**config.mk**
```make
export PLATFORM = sky130hd
export DESIGN_NAME = decode_stage
export DESIGN_NICKNAME = d
export VERILOG_FILES = /design/src/rtl/decode_stage.sv
export SDC_FILE = /design/constraint.sdc
export NUM_CORES = 1
export LEC_CHECK = 0
export CORE_ASPECT_RATIO = 1.5
export CORE_MARGIN = 10
export CORE_UTILIZATION = 48
export CTS_BUF_LIST = sky130_fd_sc_hd__clkbuf_8
export DETAILED_ROUTE_END_ITERATION = 12
export GPL_ROUTABILITY_DRIVEN = 0
export PLACE_DENSITY = 0.86
export REMOVE_ABC_BUFFERS = 1
export SKIP_LAST_GASP = 1
export SYNTH_ARGS = -nofsm -noshare
export SYNTH_HDL_FRONTEND = slang
export SYNTH_SLANG_ARGS = --single-unit
export TNS_END_PERCENT = 30
```
**constraint.sdc**
```tcl
create_clock -name clk -period 13.7 [get_ports clk]
set_input_delay 1.37 -clock clk [delete_from_list [all_inputs] [get_ports clk]]
set_output_delay 1.37 -clock clk [all_outputs]
set_load 0.01 [all_outputs]
```
**src/rtl/decode_stage.sv**
```systemverilog
// Registered decode stage between IF and EX: one-entry skid buffer, flush, load-use interlock.
// Optional macro DECODE_ILLEGAL_TRAP_EN adds an `illegal` output that halts intake on bad words.
module decode_stage #(
    parameter int unsigned INS_W        = 32,
    parameter int unsigned CON_W        = 20,
    parameter int unsigned STALL_CYCLES = 1,
    parameter int unsigned CNT_W        = 3
) (
    input  logic             clk,
    input  logic             rst,
    input  logic             in_valid,
    output logic             in_ready,
    input  logic [INS_W-1:0] in_ins,
    input  logic [INS_W-1:0] in_pc,
    input  logic             flush,
    output logic             out_valid,
    input  logic             out_ready,
    output logic [CON_W-1:0] out_controls,
    output logic [INS_W-1:0] out_ins,
    output logic [INS_W-1:0] out_pc,
    output logic             stall
`ifdef DECODE_ILLEGAL_TRAP_EN
    ,
    output logic             illegal
`endif
);

    // Control word fields, MSB first:
    // reg_write[19] reg_dst[18:17] alu_op[16:13] alu_src[12:11] mem_cs[10] mem_we[9]
    // wb_sel[8:7] pc_sel[6:4] spare[3:0]
    localparam logic       REG_WRITE_EN_F = 1'b0;
    localparam logic       REG_WRITE_EN_T = 1'b1;
    localparam logic [1:0] REG_DST_RT     = 2'd0;
    localparam logic [1:0] REG_DST_RD     = 2'd1;
    localparam logic [3:0] ALU_OP_ADD     = 4'd0;
    localparam logic [3:0] ALU_OP_SUB     = 4'd1;
    localparam logic [3:0] ALU_OP_AND     = 4'd2;
    localparam logic [3:0] ALU_OP_OR      = 4'd3;
    localparam logic [3:0] ALU_OP_SLT     = 4'd4;
    localparam logic [1:0] ALU_SRC_REG    = 2'd0;
    localparam logic [1:0] ALU_SRC_SEXT   = 2'd1;
    localparam logic [1:0] ALU_SRC_ZEXT   = 2'd2;
    localparam logic       MEM_CS_DISABLE = 1'b0;
    localparam logic       MEM_CS_ENABLE  = 1'b1;
    localparam logic       MEM_WE_F       = 1'b0;
    localparam logic       MEM_WE_T       = 1'b1;
    localparam logic [1:0] WB_SEL_ALU     = 2'd0;
    localparam logic [1:0] WB_SEL_MEM     = 2'd1;
    localparam logic [2:0] PC_SEL_SEQ     = 3'd0;
    localparam logic [2:0] PC_SEL_BEQ     = 3'd1;
    localparam logic [2:0] PC_SEL_BNE     = 3'd2;
    localparam logic [2:0] PC_SEL_JUMP    = 3'd3;

    localparam logic [5:0] OP_RTYPE = 6'h00;
    localparam logic [5:0] OP_J     = 6'h02;
    localparam logic [5:0] OP_BEQ   = 6'h04;
    localparam logic [5:0] OP_BNE   = 6'h05;
    localparam logic [5:0] OP_ADDI  = 6'h08;
    localparam logic [5:0] OP_ORI   = 6'h0D;
    localparam logic [5:0] OP_LW    = 6'h23;
    localparam logic [5:0] OP_SW    = 6'h2B;
    localparam logic [5:0] FN_ADD   = 6'h20;
    localparam logic [5:0] FN_SUB   = 6'h22;
    localparam logic [5:0] FN_AND   = 6'h24;
    localparam logic [5:0] FN_OR    = 6'h25;
    localparam logic [5:0] FN_SLT   = 6'h2A;

`ifdef DECODE_ILLEGAL_TRAP_EN
    localparam logic TRAP_EN = 1'b1;
`else
    localparam logic TRAP_EN = 1'b0;
`endif

    function automatic logic [CON_W-1:0] pack_con(
        input logic       rw,
        input logic [1:0] dst,
        input logic [3:0] op,
        input logic [1:0] src,
        input logic       cs,
        input logic       we,
        input logic [1:0] wb,
        input logic [2:0] pcs
    );
        return CON_W'({rw, dst, op, src, cs, we, wb, pcs, 4'b0000});
    endfunction

    localparam logic [CON_W-1:0] CON_NOP = pack_con(REG_WRITE_EN_F, REG_DST_RT, ALU_OP_OR,
        ALU_SRC_REG, MEM_CS_DISABLE, MEM_WE_F, WB_SEL_ALU, PC_SEL_SEQ);

    typedef struct packed {
        logic [CON_W-1:0] con;
        logic             legal;
        logic             uses_rs;
        logic             uses_rt;
        logic             is_lw;
    } dec_t;

    function automatic logic [CON_W-1:0] rtype_con(input logic [3:0] op);
        return pack_con(REG_WRITE_EN_T, REG_DST_RD, op, ALU_SRC_REG, MEM_CS_DISABLE, MEM_WE_F,
            WB_SEL_ALU, PC_SEL_SEQ);
    endfunction

    function automatic dec_t decode(input logic [INS_W-1:0] ins);
        dec_t d;
        d.con     = CON_NOP;
        d.legal   = 1'b1;
        d.uses_rs = 1'b1;
        d.uses_rt = 1'b0;
        d.is_lw   = 1'b0;
        case (ins[31:26])
            OP_RTYPE: begin
                d.uses_rt = 1'b1;
                case (ins[5:0])
                    FN_ADD:  d.con = rtype_con(ALU_OP_ADD);
                    FN_SUB:  d.con = rtype_con(ALU_OP_SUB);
                    FN_AND:  d.con = rtype_con(ALU_OP_AND);
                    FN_OR:   d.con = rtype_con(ALU_OP_OR);
                    FN_SLT:  d.con = rtype_con(ALU_OP_SLT);
                    default: d.legal = 1'b0;
                endcase
            end
            OP_ADDI: d.con = pack_con(REG_WRITE_EN_T, REG_DST_RT, ALU_OP_ADD, ALU_SRC_SEXT,
                MEM_CS_DISABLE, MEM_WE_F, WB_SEL_ALU, PC_SEL_SEQ);
            OP_ORI:  d.con = pack_con(REG_WRITE_EN_T, REG_DST_RT, ALU_OP_OR, ALU_SRC_ZEXT,
                MEM_CS_DISABLE, MEM_WE_F, WB_SEL_ALU, PC_SEL_SEQ);
            OP_LW: begin
                d.is_lw = 1'b1;
                d.con = pack_con(REG_WRITE_EN_T, REG_DST_RT, ALU_OP_ADD, ALU_SRC_SEXT,
                    MEM_CS_ENABLE, MEM_WE_F, WB_SEL_MEM, PC_SEL_SEQ);
            end
            OP_SW: begin
                d.uses_rt = 1'b1;
                d.con = pack_con(REG_WRITE_EN_F, REG_DST_RT, ALU_OP_ADD, ALU_SRC_SEXT,
                    MEM_CS_ENABLE, MEM_WE_T, WB_SEL_ALU, PC_SEL_SEQ);
            end
            OP_BEQ: begin
                d.uses_rt = 1'b1;
                d.con = pack_con(REG_WRITE_EN_F, REG_DST_RT, ALU_OP_SUB, ALU_SRC_REG,
                    MEM_CS_DISABLE, MEM_WE_F, WB_SEL_ALU, PC_SEL_BEQ);
            end
            OP_BNE: begin
                d.uses_rt = 1'b1;
                d.con = pack_con(REG_WRITE_EN_F, REG_DST_RT, ALU_OP_SUB, ALU_SRC_REG,
                    MEM_CS_DISABLE, MEM_WE_F, WB_SEL_ALU, PC_SEL_BNE);
            end
            OP_J: begin
                d.uses_rs = 1'b0;
                d.con = pack_con(REG_WRITE_EN_F, REG_DST_RT, ALU_OP_ADD, ALU_SRC_REG,
                    MEM_CS_DISABLE, MEM_WE_F, WB_SEL_ALU, PC_SEL_JUMP);
            end
            default: d.legal = 1'b0;
        endcase
        if (!d.legal) begin
            d.uses_rs = 1'b0;
            d.uses_rt = 1'b0;
        end
        return d;
    endfunction

    logic             valid_q, valid_d;
    logic             stall_q, stall_d;
    logic [CON_W-1:0] con_q, con_d;
    logic [INS_W-1:0] ins_q, ins_d;
    logic [INS_W-1:0] pc_q, pc_d;
    logic             skid_valid_q, skid_valid_d;
    logic [INS_W-1:0] skid_ins_q, skid_ins_d;
    logic [INS_W-1:0] skid_pc_q, skid_pc_d;
    logic [CNT_W-1:0] cnt_q, cnt_d;
    logic             load_valid_q, load_valid_d;
    logic [4:0]       load_rt_q, load_rt_d;
    logic             trap_q, trap_d;
    logic             alive_q;

    logic             out_xfer, out_free, in_xfer;
    logic             cand_valid, cand_hazard, issue, bubble;
    logic [INS_W-1:0] cand_ins, cand_pc;
    logic [4:0]       cand_rs, cand_rt;
    dec_t             cand_dec;

    assign in_ready     = alive_q & ~skid_valid_q & (cnt_q == '0) & ~trap_q;
    assign out_valid    = valid_q;
    assign stall        = stall_q;
    assign out_controls = con_q;
    assign out_ins      = ins_q;
    assign out_pc       = pc_q;
`ifdef DECODE_ILLEGAL_TRAP_EN
    assign illegal      = trap_q;
`endif

    always_comb begin
        out_xfer    = valid_q & out_ready;
        out_free    = ~valid_q | out_ready;
        in_xfer     = in_valid & in_ready;
        // The skid always holds the oldest word, so it is the next to enter the output stage.
        cand_valid  = skid_valid_q | in_xfer;
        cand_ins    = skid_valid_q ? skid_ins_q : in_ins;
        cand_pc     = skid_valid_q ? skid_pc_q : in_pc;
        cand_rs     = cand_ins[25:21];
        cand_rt     = cand_ins[20:16];
        cand_dec    = decode(cand_ins);
        cand_hazard = load_valid_q & ((cand_dec.uses_rs & (cand_rs == load_rt_q)) |
                                      (cand_dec.uses_rt & (cand_rt == load_rt_q)));

        valid_d      = valid_q;
        stall_d      = stall_q;
        con_d        = con_q;
        ins_d        = ins_q;
        pc_d         = pc_q;
        skid_valid_d = skid_valid_q;
        skid_ins_d   = skid_ins_q;
        skid_pc_d    = skid_pc_q;
        cnt_d        = cnt_q;
        load_valid_d = load_valid_q;
        load_rt_d    = load_rt_q;
        trap_d       = trap_q;
        issue        = 1'b0;
        bubble       = 1'b0;

        if (flush) begin
            valid_d      = 1'b0;
            stall_d      = 1'b0;
            con_d        = CON_NOP;
            ins_d        = '0;
            pc_d         = '0;
            skid_valid_d = 1'b0;
            cnt_d        = '0;
            load_valid_d = 1'b0;
            trap_d       = 1'b0;
        end else if (cnt_q != '0) begin
            // Bubble in the output stage; the held word issues on the last bubble's transfer.
            if (out_xfer) begin
                if (cnt_q == CNT_W'(1)) begin
                    issue = 1'b1;
                end else begin
                    cnt_d = cnt_q - CNT_W'(1);
                end
            end
        end else if (cand_valid && out_free) begin
            if (cand_hazard) begin
                bubble = 1'b1;
            end else begin
                issue = 1'b1;
            end
        end else if (in_xfer) begin
            skid_valid_d = 1'b1;
            skid_ins_d   = in_ins;
            skid_pc_d    = in_pc;
        end else if (out_xfer) begin
            valid_d = 1'b0;
            stall_d = 1'b0;
        end

        if (issue) begin
            valid_d      = 1'b1;
            stall_d      = 1'b0;
            con_d        = cand_dec.con;
            ins_d        = cand_ins;
            pc_d         = cand_pc;
            skid_valid_d = 1'b0;
            cnt_d        = '0;
            load_valid_d = cand_dec.is_lw & (cand_rt != 5'd0);
            load_rt_d    = cand_rt;
            trap_d       = TRAP_EN & ~cand_dec.legal;
        end
        if (bubble) begin
            valid_d      = 1'b1;
            stall_d      = 1'b1;
            con_d        = CON_NOP;
            ins_d        = '0;
            pc_d         = cand_pc;
            cnt_d        = CNT_W'(STALL_CYCLES);
            skid_valid_d = 1'b1;
            skid_ins_d   = cand_ins;
            skid_pc_d    = cand_pc;
        end
    end

    always_ff @(posedge clk or posedge rst) begin
        if (rst) begin
            valid_q      <= 1'b0;
            stall_q      <= 1'b0;
            con_q        <= CON_NOP;
            ins_q        <= '0;
            pc_q         <= '0;
            skid_valid_q <= 1'b0;
            skid_ins_q   <= '0;
            skid_pc_q    <= '0;
            cnt_q        <= '0;
            load_valid_q <= 1'b0;
            load_rt_q    <= 5'd0;
            trap_q       <= 1'b0;
            alive_q      <= 1'b0;
        end else begin
            valid_q      <= valid_d;
            stall_q      <= stall_d;
            con_q        <= con_d;
            ins_q        <= ins_d;
            pc_q         <= pc_d;
            skid_valid_q <= skid_valid_d;
            skid_ins_q   <= skid_ins_d;
            skid_pc_q    <= skid_pc_d;
            cnt_q        <= cnt_d;
            load_valid_q <= load_valid_d;
            load_rt_q    <= load_rt_d;
            trap_q       <= trap_d;
            alive_q      <= 1'b1;
        end
    end

endmodule

```
==> flow_summary.json <==
{
  "remaining_drc_errors": 0,
  "ant_nets": 0,
  "grt_pass1_vias": 5683,
  "critical_path_class": "reg2reg",
  "num_vias": 5183,
  "arrival_ns": 5.34,
  "grt_pass1_wl_um": 29500,
  "tightest_slew_ns": 1.06,
  "start_kind": "register",
  "core-area_um2": 15000,
  "postCtsSetupBuffers": 0,
  "io_pins": 156,
  "hold_buffers": 0,
  "synthCells": 613,
  "outcome": "finished clean",
  "wl_um": 18000,
  "final_common_cell": "dfrtp_1",
  "pwr_density_cell_nw_per_um2": 116,
  "wl_per_cell_um": 18.7,
  "die_y_um": 171,
  "crit_top_cell": "buf_4",
  "clk_pin_slew_ns": 0.08,
  "crit_required_ns": 14.03,
  "io_buffers": 147,
  "stdcell_count": 963,
  "clockBufferDepth": 2,
  "synth-seq-area-share_pct": 52.7,
  "insertion_delay_ns": 0.44,
  "setup_viol": 0,
  "num-nets-final": 825,
  "vias_per_cell": 5.38,
  "power_leakage_nw": 4.03,
  "max_stage_delay_ns": 0.83,
  "gr-usage-all-layers_pct": 17.8,
  "cts_root_buffer": "clkbuf_8",
  "hold_class": "reg2reg",
  "min_period_over_period_pct": 36.6,
  "crit_fanout": 45,
  "dieWidth_um": 121,
  "finalHoldViolCount": 0,
  "finalClockSkew_ns": 0.0128,
  "min_period_ns": 5.01,
  "synth_top_area_share_pct": 51.9,
  "cts_tree": "yes",
  "syn_avg_cell_area_um2": 11.9,
  "ys_seq_elements": 153,
  "synth-edff-count": 0,
  "row_count": 55,
  "tns_ns": 0,
  "numCtsBuffers": 17,
  "cp-end-kind": "register",
  "async_flop_share_pct": 100,
  "layout_common_cells": "dfrtp_1, clkdlybuf4s50_1, nand2_1",
  "synth.distinct_cells": 55,
  "fin_area_um2": 9290,
  "relSlewSlack_pct": 28.7,
  "fill_cells": 1230,
  "drtPass1Iterations": 5,
  "yosysWarningCount": 0,
  "die_area_um2": 20600,
  "syn-cell-area_um2": 7270,
  "drv_slew": 0,
  "rsz0062_at_grt": "false",
  "place_inst": 933,
  "drive_gt1_share_pct": 15.3,
  "initial_core_util_pct": 48.5,
  "slowest_stage": "o21ai_4",
  "synthFlopType": "dfrtp_1",
  "synth_area_leaders": "dfrtp_1, mux2_4, mux2i_1",
  "cp_cell_sequence": "buf_4 > mux2i_1 > nand4_1 > o211ai_1 > a221o_1 > o21a_2 > o21ai_4 > buf_4 > mux2_1",
  "yosys.area.top_type": "dfrtp_1",
  "post_dp_cell_area_um2": 8830,
  "cts_resized": 0,
  "h-tree-depth": 4,
  "area_delta_synth_final_pct": 27.6,
  "grt_max_degree": 96,
  "antenna_found_initial": 1,
  "overflow": 0,
  "ir_worst_vdd_v": 0.0000869,
  "drtIter0Drc": 304,
  "clock_sinks": 153,
  "hpwl_um": 12700,
  "cap_violations": 0,
  "fmax_mhz": 199
}
==> critical path: cells and delay by family, from the launching register on <==
| kind | cells | cell delay [ns] |
|---|---|---|
| AO/OA/AOI/OAI | 4 | 1.52 |
| buffers and inverters | 2 | 1.43 |
| multiplexers | 2 | 0.82 |
| flip-flops | 1 | 0.82 |
| AND/OR/NAND/NOR | 1 | 0.22 |
==> state kept, by name, summed over array words and instances (netlist names) <==
signal and cells:
skid_ins_q 32, alive_q 1, cnt_q 3, skid_pc_q 32, out_valid 1, load_valid_q 1
out_pc 32, stall 1, out_ins 32, load_rt_q 5, out_controls 12, skid_valid_q 1
==> per-layer routing <==
| layer | vias to the layer above | share of wire (%) | track usage, % |
|---|---|---|---|
| li1 | 2430 | - | - |
| met1 | 2563 | 40 | 19.8 |
| met2 | 162 | 53 | 31.4 |
| met3 | 28 | 5.2 | 5.21 |
| met4 | 0 | 2.0 | 6.89 |
| met5 | - | 0 | 0 |
==> kinds of logic (layout without fill, tap and decap cells) <==
kind of cell	count (synthesis)	in the layout	synth area share, %
buffers and inverters	49	192	3.97
XOR/XNOR	13	13	1.57
flip-flops	153	153	52.7
adder cells (fa/ha/maj)	3	3	0.516
AND/OR/NAND/NOR	134	134	8.14
AO/OA/AOI/OAI	126	126	10.4
other	2	10	0.103
multiplexers	133	133	22.7
==> power by group <==
group	switching, W	leakage, nW	internal [W]	total (W)
logic	0.0000676	1.76	0.0000966	0.000164
registers	0.0000317	2.04	0.000498	0.000530
clock network	0.000160	0.232	0.000228	0.000387
==> synthesized netlist by cell type (all sizes together), types with 3 or more instances <==
cell type / number
a31oi: 4
inv: 9
o211ai: 6
xor2: 5
a32o: 4
o21ai: 86
nand4: 5
o31ai: 3
nand2: 85
nand3: 5
buf: 22
xnor2: 8
nor4: 5
or2: 3
mux2i: 64
a21oi: 8
dfrtp: 151
ha: 3
mux2: 69
nor3: 4
clkbuf: 18
nor2: 18
==> area by class of cell <==
cell class / count / area, µm² / share of cell area [%]
Multi-Input combinational cell: 418 / 3190 / 34.3
Clock inverter: 9 / 173 / 1.86
Tap cell: 199 / 249 / 2.68
Antenna cell: 1 / 2.50 / 0.0270
Inverter: 9 / 38.8 / 0.418
Timing Repair Buffer: 154 / 1520 / 16.4
Sequential cell: 153 / 3830 / 41.3
Clock buffer: 20 / 275 / 2.96
==> final timing paths <==
check	startpoint	to	slack, ns	depth (start not counted)
max	skid_valid_q	skid_pc_q[31]	8.69	9
min	out_controls[19]	out_controls[19]	0.48	2
max reg2reg	skid_valid_q	skid_pc_q[31]	8.69	9
min reg2reg	out_controls[19]	out_controls[19]	0.48	2
max in group asynchronous	rst	skid_valid_q	10.86	3
min in group asynchronous	rst	out_pc[28]	1.49	2
==> metrics by stage <==
| stage | setup WS [ns] | hold WS (ns) | power, W | util (%) |
|---|---|---|---|---|
| final | 8.69 | 0.484 | 0.00108 | 61.9 |
| after global routing | 8.38 | 0.506 | 0.00113 | 61.9 |
| after detailed placement | 8.51 | 0.470 | 0.000703 | 58.9 |
| after global placement | 8.58 | 0.461 | 0.000696 | 58.9 |
| after floorplan | 7.63 | 0.464 | 0.000629 | - |
| after CTS | 8.67 | 0.487 | 0.00109 | 61.9 |
No activity file was read; power rests on OpenSTA's default activity.
